File: config.mk
export PLATFORM = sky130hd
export DESIGN_NAME = data_bus_ctrl
export DESIGN_NICKNAME = d
export VERILOG_FILES = /design/src/rtl/data_bus_ctrl.sv
export SDC_FILE = /design/constraint.sdc
export NUM_CORES = 1
export LEC_CHECK = 0
export CORE_AREA = 2 2 102 104
export DETAILED_ROUTE_END_ITERATION = 6
export DIE_AREA = 0 0 104 106
export GPL_ROUTABILITY_DRIVEN = 1
export PLACE_DENSITY = 0.85
export SKIP_LAST_GASP = 1
export SYNTH_ARGS = -nofsm -noshare
export SYNTH_HDL_FRONTEND = slang
export SYNTH_SLANG_ARGS = --single-unit
File: constraint.sdc
create_clock -name clk_i -period 5.3 [get_ports clk_i]
set_input_delay 0.53 -clock clk_i [delete_from_list [all_inputs] [get_ports clk_i]]
set_output_delay 0.53 -clock clk_i [all_outputs]
set_load 0.02 [all_outputs]
File: src/rtl/data_bus_ctrl.sv
// MEM-stage load/store bus controller: turns one lane-aligned pipeline access into a
// request/grant/response bus transaction, stalling the pipeline until it completes.
module data_bus_ctrl #(
  parameter int TIMEOUT_CYCLES = 16
) (
  input  logic        clk_i,
  input  logic        rst_ni,
  input  logic        lsu_req_i,
  input  logic        lsu_we_i,
  input  logic [31:0] lsu_addr_i,
  input  logic [3:0]  lsu_be_i,
  input  logic [31:0] lsu_wdata_i,
  input  logic        lsu_misaligned_i,
  output logic        lsu_stall_o,
  output logic        lsu_done_o,
  output logic        lsu_err_o,
  output logic [31:0] lsu_rdata_o,
  output logic        data_req_o,
  input  logic        data_gnt_i,
  output logic [31:0] data_addr_o,
  output logic        data_we_o,
  output logic [3:0]  data_be_o,
  output logic [31:0] data_wdata_o,
  input  logic        data_rvalid_i,
  input  logic [31:0] data_rdata_i,
  input  logic        data_err_i
);

  localparam int CW = (TIMEOUT_CYCLES > 0) ? $clog2(TIMEOUT_CYCLES + 1) : 1;
  localparam logic [CW-1:0] CNT_LAST = CW'((TIMEOUT_CYCLES > 0) ? TIMEOUT_CYCLES - 1 : 0);

  typedef enum logic [1:0] {S_IDLE, S_REQ, S_WAIT, S_RESP} state_t;

  state_t        r_state;
  state_t        w_state_next;
  logic          r_we;
  logic [31:0]   r_addr;
  logic [3:0]    r_be;
  logic [31:0]   r_wdata;
  logic          r_err;
  logic [31:0]   r_rdata;
  logic [CW-1:0] r_cnt;
  logic          w_timeout;

  // The counter is meaningful only in REQ/WAIT; a zero TIMEOUT_CYCLES never fires.
  assign w_timeout = (TIMEOUT_CYCLES > 0) && (r_cnt == CNT_LAST);

  always_ff @(posedge clk_i or negedge rst_ni) begin
    if (!rst_ni) r_state <= S_IDLE;
    else         r_state <= w_state_next;
  end

  always_comb begin
    w_state_next = r_state;
    case (r_state)
      S_IDLE: if (lsu_req_i) w_state_next = lsu_misaligned_i ? S_RESP : S_REQ;
      S_REQ: begin
        if (data_gnt_i)     w_state_next = S_WAIT;
        else if (w_timeout) w_state_next = S_RESP;
      end
      S_WAIT: if (data_rvalid_i || w_timeout) w_state_next = S_RESP;
      S_RESP: w_state_next = S_IDLE;
      default: w_state_next = S_IDLE;
    endcase
  end

  always_comb begin
    data_req_o   = (r_state == S_REQ);
    lsu_done_o   = (r_state == S_RESP);
    lsu_err_o    = (r_state == S_RESP) && r_err;
    lsu_stall_o  = ((r_state == S_IDLE) && lsu_req_i) || (r_state == S_REQ) || (r_state == S_WAIT);
    lsu_rdata_o  = r_rdata;
    data_addr_o  = r_addr;
    data_we_o    = r_we;
    data_be_o    = r_be;
    data_wdata_o = r_wdata;
  end

  always_ff @(posedge clk_i or negedge rst_ni) begin
    if (!rst_ni) begin
      r_we    <= 1'b0;
      r_addr  <= '0;
      r_be    <= '0;
      r_wdata <= '0;
      r_err   <= 1'b0;
      r_rdata <= '0;
      r_cnt   <= '0;
    end else begin
      case (r_state)
        S_IDLE: begin
          r_cnt <= '0;
          if (lsu_req_i) begin
            r_err <= lsu_misaligned_i;
            if (!lsu_misaligned_i) begin
              r_we    <= lsu_we_i;
              r_addr  <= {lsu_addr_i[31:2], 2'b00};
              r_be    <= lsu_be_i;
              r_wdata <= lsu_wdata_i;
            end
          end
        end
        S_REQ: begin
          if (data_gnt_i) begin
            r_cnt <= '0;
          end else begin
            r_cnt <= r_cnt + CW'(1);
            if (w_timeout) r_err <= 1'b1;
          end
        end
        S_WAIT: begin
          r_cnt <= r_cnt + CW'(1);
          // A response in the last allowed cycle still wins over the timeout.
          if (data_rvalid_i) begin
            r_err <= data_err_i;
            if (!r_we && !data_err_i) r_rdata <= data_rdata_i;
          end else if (w_timeout) begin
            r_err <= 1'b1;
          end
        end
        default: r_cnt <= '0;
      endcase
    end
  end

endmodule

==> summary.txt <==
Final layout
  – Layout cells sized above 1: 0.244
  – Design Area, Final: 0.00662 mm2
  – ANT cells: 0
  – Number of nets in the layout: 590
  – Layout area overhead: 57.4%
  – Filler Cell Count: 784
  – Final Core Density: 0.662

STA
  – Setup_tns: 0 ns
  – Pins Over Slew Limit: 0
  – Worst-Margin Slew: 0.929 ns
  – Crit share post-route: 0.474
  – Maximum clock rate: 398 MHz
  – Endpoints failing hold: 0
  – RSZ-0062 raised after global routing: no
  – Post-route minimum period: 2.51 ns
  – Worst relative slew slack: 0.381
  – Clk_skew: 0.00763 ns
  – Final setup viols: 0

Placement
  – Placed Area: 0.00640 mm2
  – DP HPWL: 7.58 mm
  – PortBufs: 208
  – Final Wtd Congestion: 0.786

Detailed routing
  – Via count: 2931
  – DRC violations left: 0
  – Final ANT Viol Nets: 0
  – Post-Route WL: 9.83 mm
  – 1st-pass router iterations: 6
  – Via/cell ratio: 4.76
  – Routed WL per cell: 16.0 um
  – 1st-iter DRT viols: 74

GRT
  – Grt total ovfl: 0
  – Initial antenna violation count: 0
  – Vias in the first global route: 3277
  – Pin count of the biggest net entering global routing: 68
  – First-pass GRT wire length: 15.9 mm
  – GRT Total Usage: 0.183

Logic synthesis
  – Synth warnings: 0
  – Synth async-reset ratio: 1.00
  – Synth Area per Inst: 15.9 um2
  – Cell variety after synth: 27
  – Top_reg_cell synth: dfrtp_1
  – Mapped Area: 0.00420 mm2
  – Sequential fraction of the synthesis area: 0.637
  – Synth Instances: 265
  – Number of synthesized flops with an enable pin: 0
  – Synth Register Bits: 107

Clock tree
  – CTS resizes: 0
  – Postcts setup bufs: 0
  – Htree depth: 3
  – CTS root buffer: clkbuf_8
  – TritonCTS clock tree: done
  – Clock tree sinks: 107
  – Clk buf depth: 2
  – CTS clk-pin slew, worst paths: 0.10 ns
  – Worst skew pair latency: 0.35 ns
  – # hold bufs at CTS: 0
  – Total CTS buffers: 9

Critical path
  – CP max stage delay: 0.54 ns
  – Worst Setup Start Kind: flip-flop
  – CP bufs+invs: 2
  – Crit. End Element: primary output
  – Critical R2R Capture: data_addr_o[15]
  – Crit-path slowest cell: clkdlybuf4s50_1
  – Reg2Reg Depth: 4
  – CP Data Arrival Time: 1.98 ns
  – Data required time at the worst endpoint: 4.77 ns
  – Crit Reg-Reg Startpoint: r_state[0]
  – Critical-path cell list: inv_1 > ha_1 > a211o_1 > clkdlybuf4s50_1
  – CP max FO: 5
  – Crit path max-delay family: buffers and inverters
  – R2r setup slk: 3.08 ns
  – Critical path type: flip-flop to primary output

Status
  – Outcome: finished clean

Floorplanning
  – Cell row count: 37
  – Die W: 104 um
  – Die area: 0.0110 mm2
  – Die H: 106 um
  – Placeable Area: 0.0100 mm2
  – I/O pin cnt: 213
  – Initial Utilization: 0.420

Power and ir drop
  – Max VDD drop: 0.000305 V
  – PwrDens: 600 mW/mm2
  – Static leakage: 0.00282 uW

Hold path
  – Worst min-delay path class: input pin to asynchronous set/reset pin

Flow run
  – Max Cap Viol: 0
## worst max-delay path by stage
| stage | from | endpoint | slack [ns] | cells past startpoint |
|---|---|---|---|---|
| after global placement | lsu_req_i | data_addr_o[14] | 2.82 | 3 |
| after global routing | r_state[0] | lsu_stall_o | 2.67 | 4 |
| after floorplan | r_state[0] | lsu_rdata_o[10] | 3.59 | 5 |
| after detailed placement | lsu_req_i | data_addr_o[29] | 2.78 | 3 |
| final | r_state[0] | lsu_stall_o | 2.79 | 4 |
| after CTS | r_state[0] | lsu_stall_o | 2.75 | 4 |
## flip-flops by register name (all words and copies together) (netlist names)
register / cells
lsu_rdata_o: 32
data_wdata_o: 32
data_be_o: 4
r_err: 1
r_cnt: 5
data_addr_o: 30
r_state: 2
data_we_o: 1
## power breakdown
group	internal, uW	leakage, uW	switching [uW]	total [uW]
clock	267	0.000103	267	534
combinational	1100	0.00141	931	2030
sequential	1210	0.00130	201	1410
## per-layer routing
metal  share of wire  vias up  global-route usage  routed length (um)
li1                -     1340                   -                   -
met1            0.37     1447               0.200                3680
met2            0.53      128               0.332                5230
met3           0.077       16              0.0570                 753
met4           0.017        0              0.0734                 172
met5               0        -                   0                   0
## metrics by stage
stage	hold WS, ns	worst slack (ns)	total power (uW)	instances
finish	0.193	2.79	3970	616
global route	0.217	2.67	4190	616
CTS	0.196	2.75	4020	616
detailed placement	0.474	2.78	3480	600
global placement	0.444	2.82	3400	600
floorplan	0.234	3.59	2440	266
## worst register-to-register path, stage by stage, from the launching register on
cell,delay (ns)
dfrtp_1,0.43
inv_1,0.14
ha_1,0.24
nand3_4,0.67
mux2_2,0.63
## cell type report
class | count | area, um2 | area share
Sequential cell | 107 | 2680 | 0.405
Timing Repair Buffer | 210 | 2090 | 0.317
Multi-Input combinational cell | 140 | 1430 | 0.216
Tap cell | 136 | 170 | 0.0257
Clock buffer | 10 | 128 | 0.0193
Clock inverter | 6 | 88.8 | 0.0134
Inverter | 7 | 26.3 | 0.00397
## cells in the final DEF, fill, tap and decap left out, drive strengths merged
master           n
and2             1
and3             1
xnor2            1
mux2i            2
clkinvlp         2
clkinv           1
a211o            1
a21oi            2
o22a             1
o31ai            1
clkdlybuf4s50  207
a211oi           1
nand3            2
conb             2
inv              8
mux2            99
buf              3
nor2             7
ha               7
dfrtp          107
nor4b            1
a2bb2oi          1
clkbuf          10
nand2b           2
xor2             1
bufinv           2
nor3             2
nor2b            1
o21ai            4
## logic make-up (layout without fill, tap and decap cells)
family,Yosys count,count (layout),share of synthesized area
flip-flops,107,107,0.637
AND/OR/NAND/NOR,17,17,0.0241
other,1,2,0.000892
buffers and inverters,19,233,0.0262
adder cells (fa/ha/maj),7,7,0.0208
XOR/XNOR,2,2,0.00417
multiplexers,101,101,0.270
AO/OA/AOI/OAI,11,11,0.0170
## cell usage after synthesis (2+ instances only)
cell type | n | area (um2)
inv_1 | 7 | 26.3
buf_6 | 3 | 33.8
nor3_1 | 2 | 10.0
ha_1 | 7 | 87.6
mux2_2 | 97 | 1090
mux2i_1 | 2 | 20.0
nand2b_1 | 2 | 12.5
buf_4 | 2 | 15.0
o21ai_0 | 4 | 20.0
nand3_1 | 2 | 10.0
buf_2 | 7 | 35.0
dfrtp_1 | 107 | 2680
mux2_1 | 2 | 22.5
nor2_1 | 7 | 26.3
a21oi_1 | 2 | 10.0
Power figures use the tool's default switching activity.
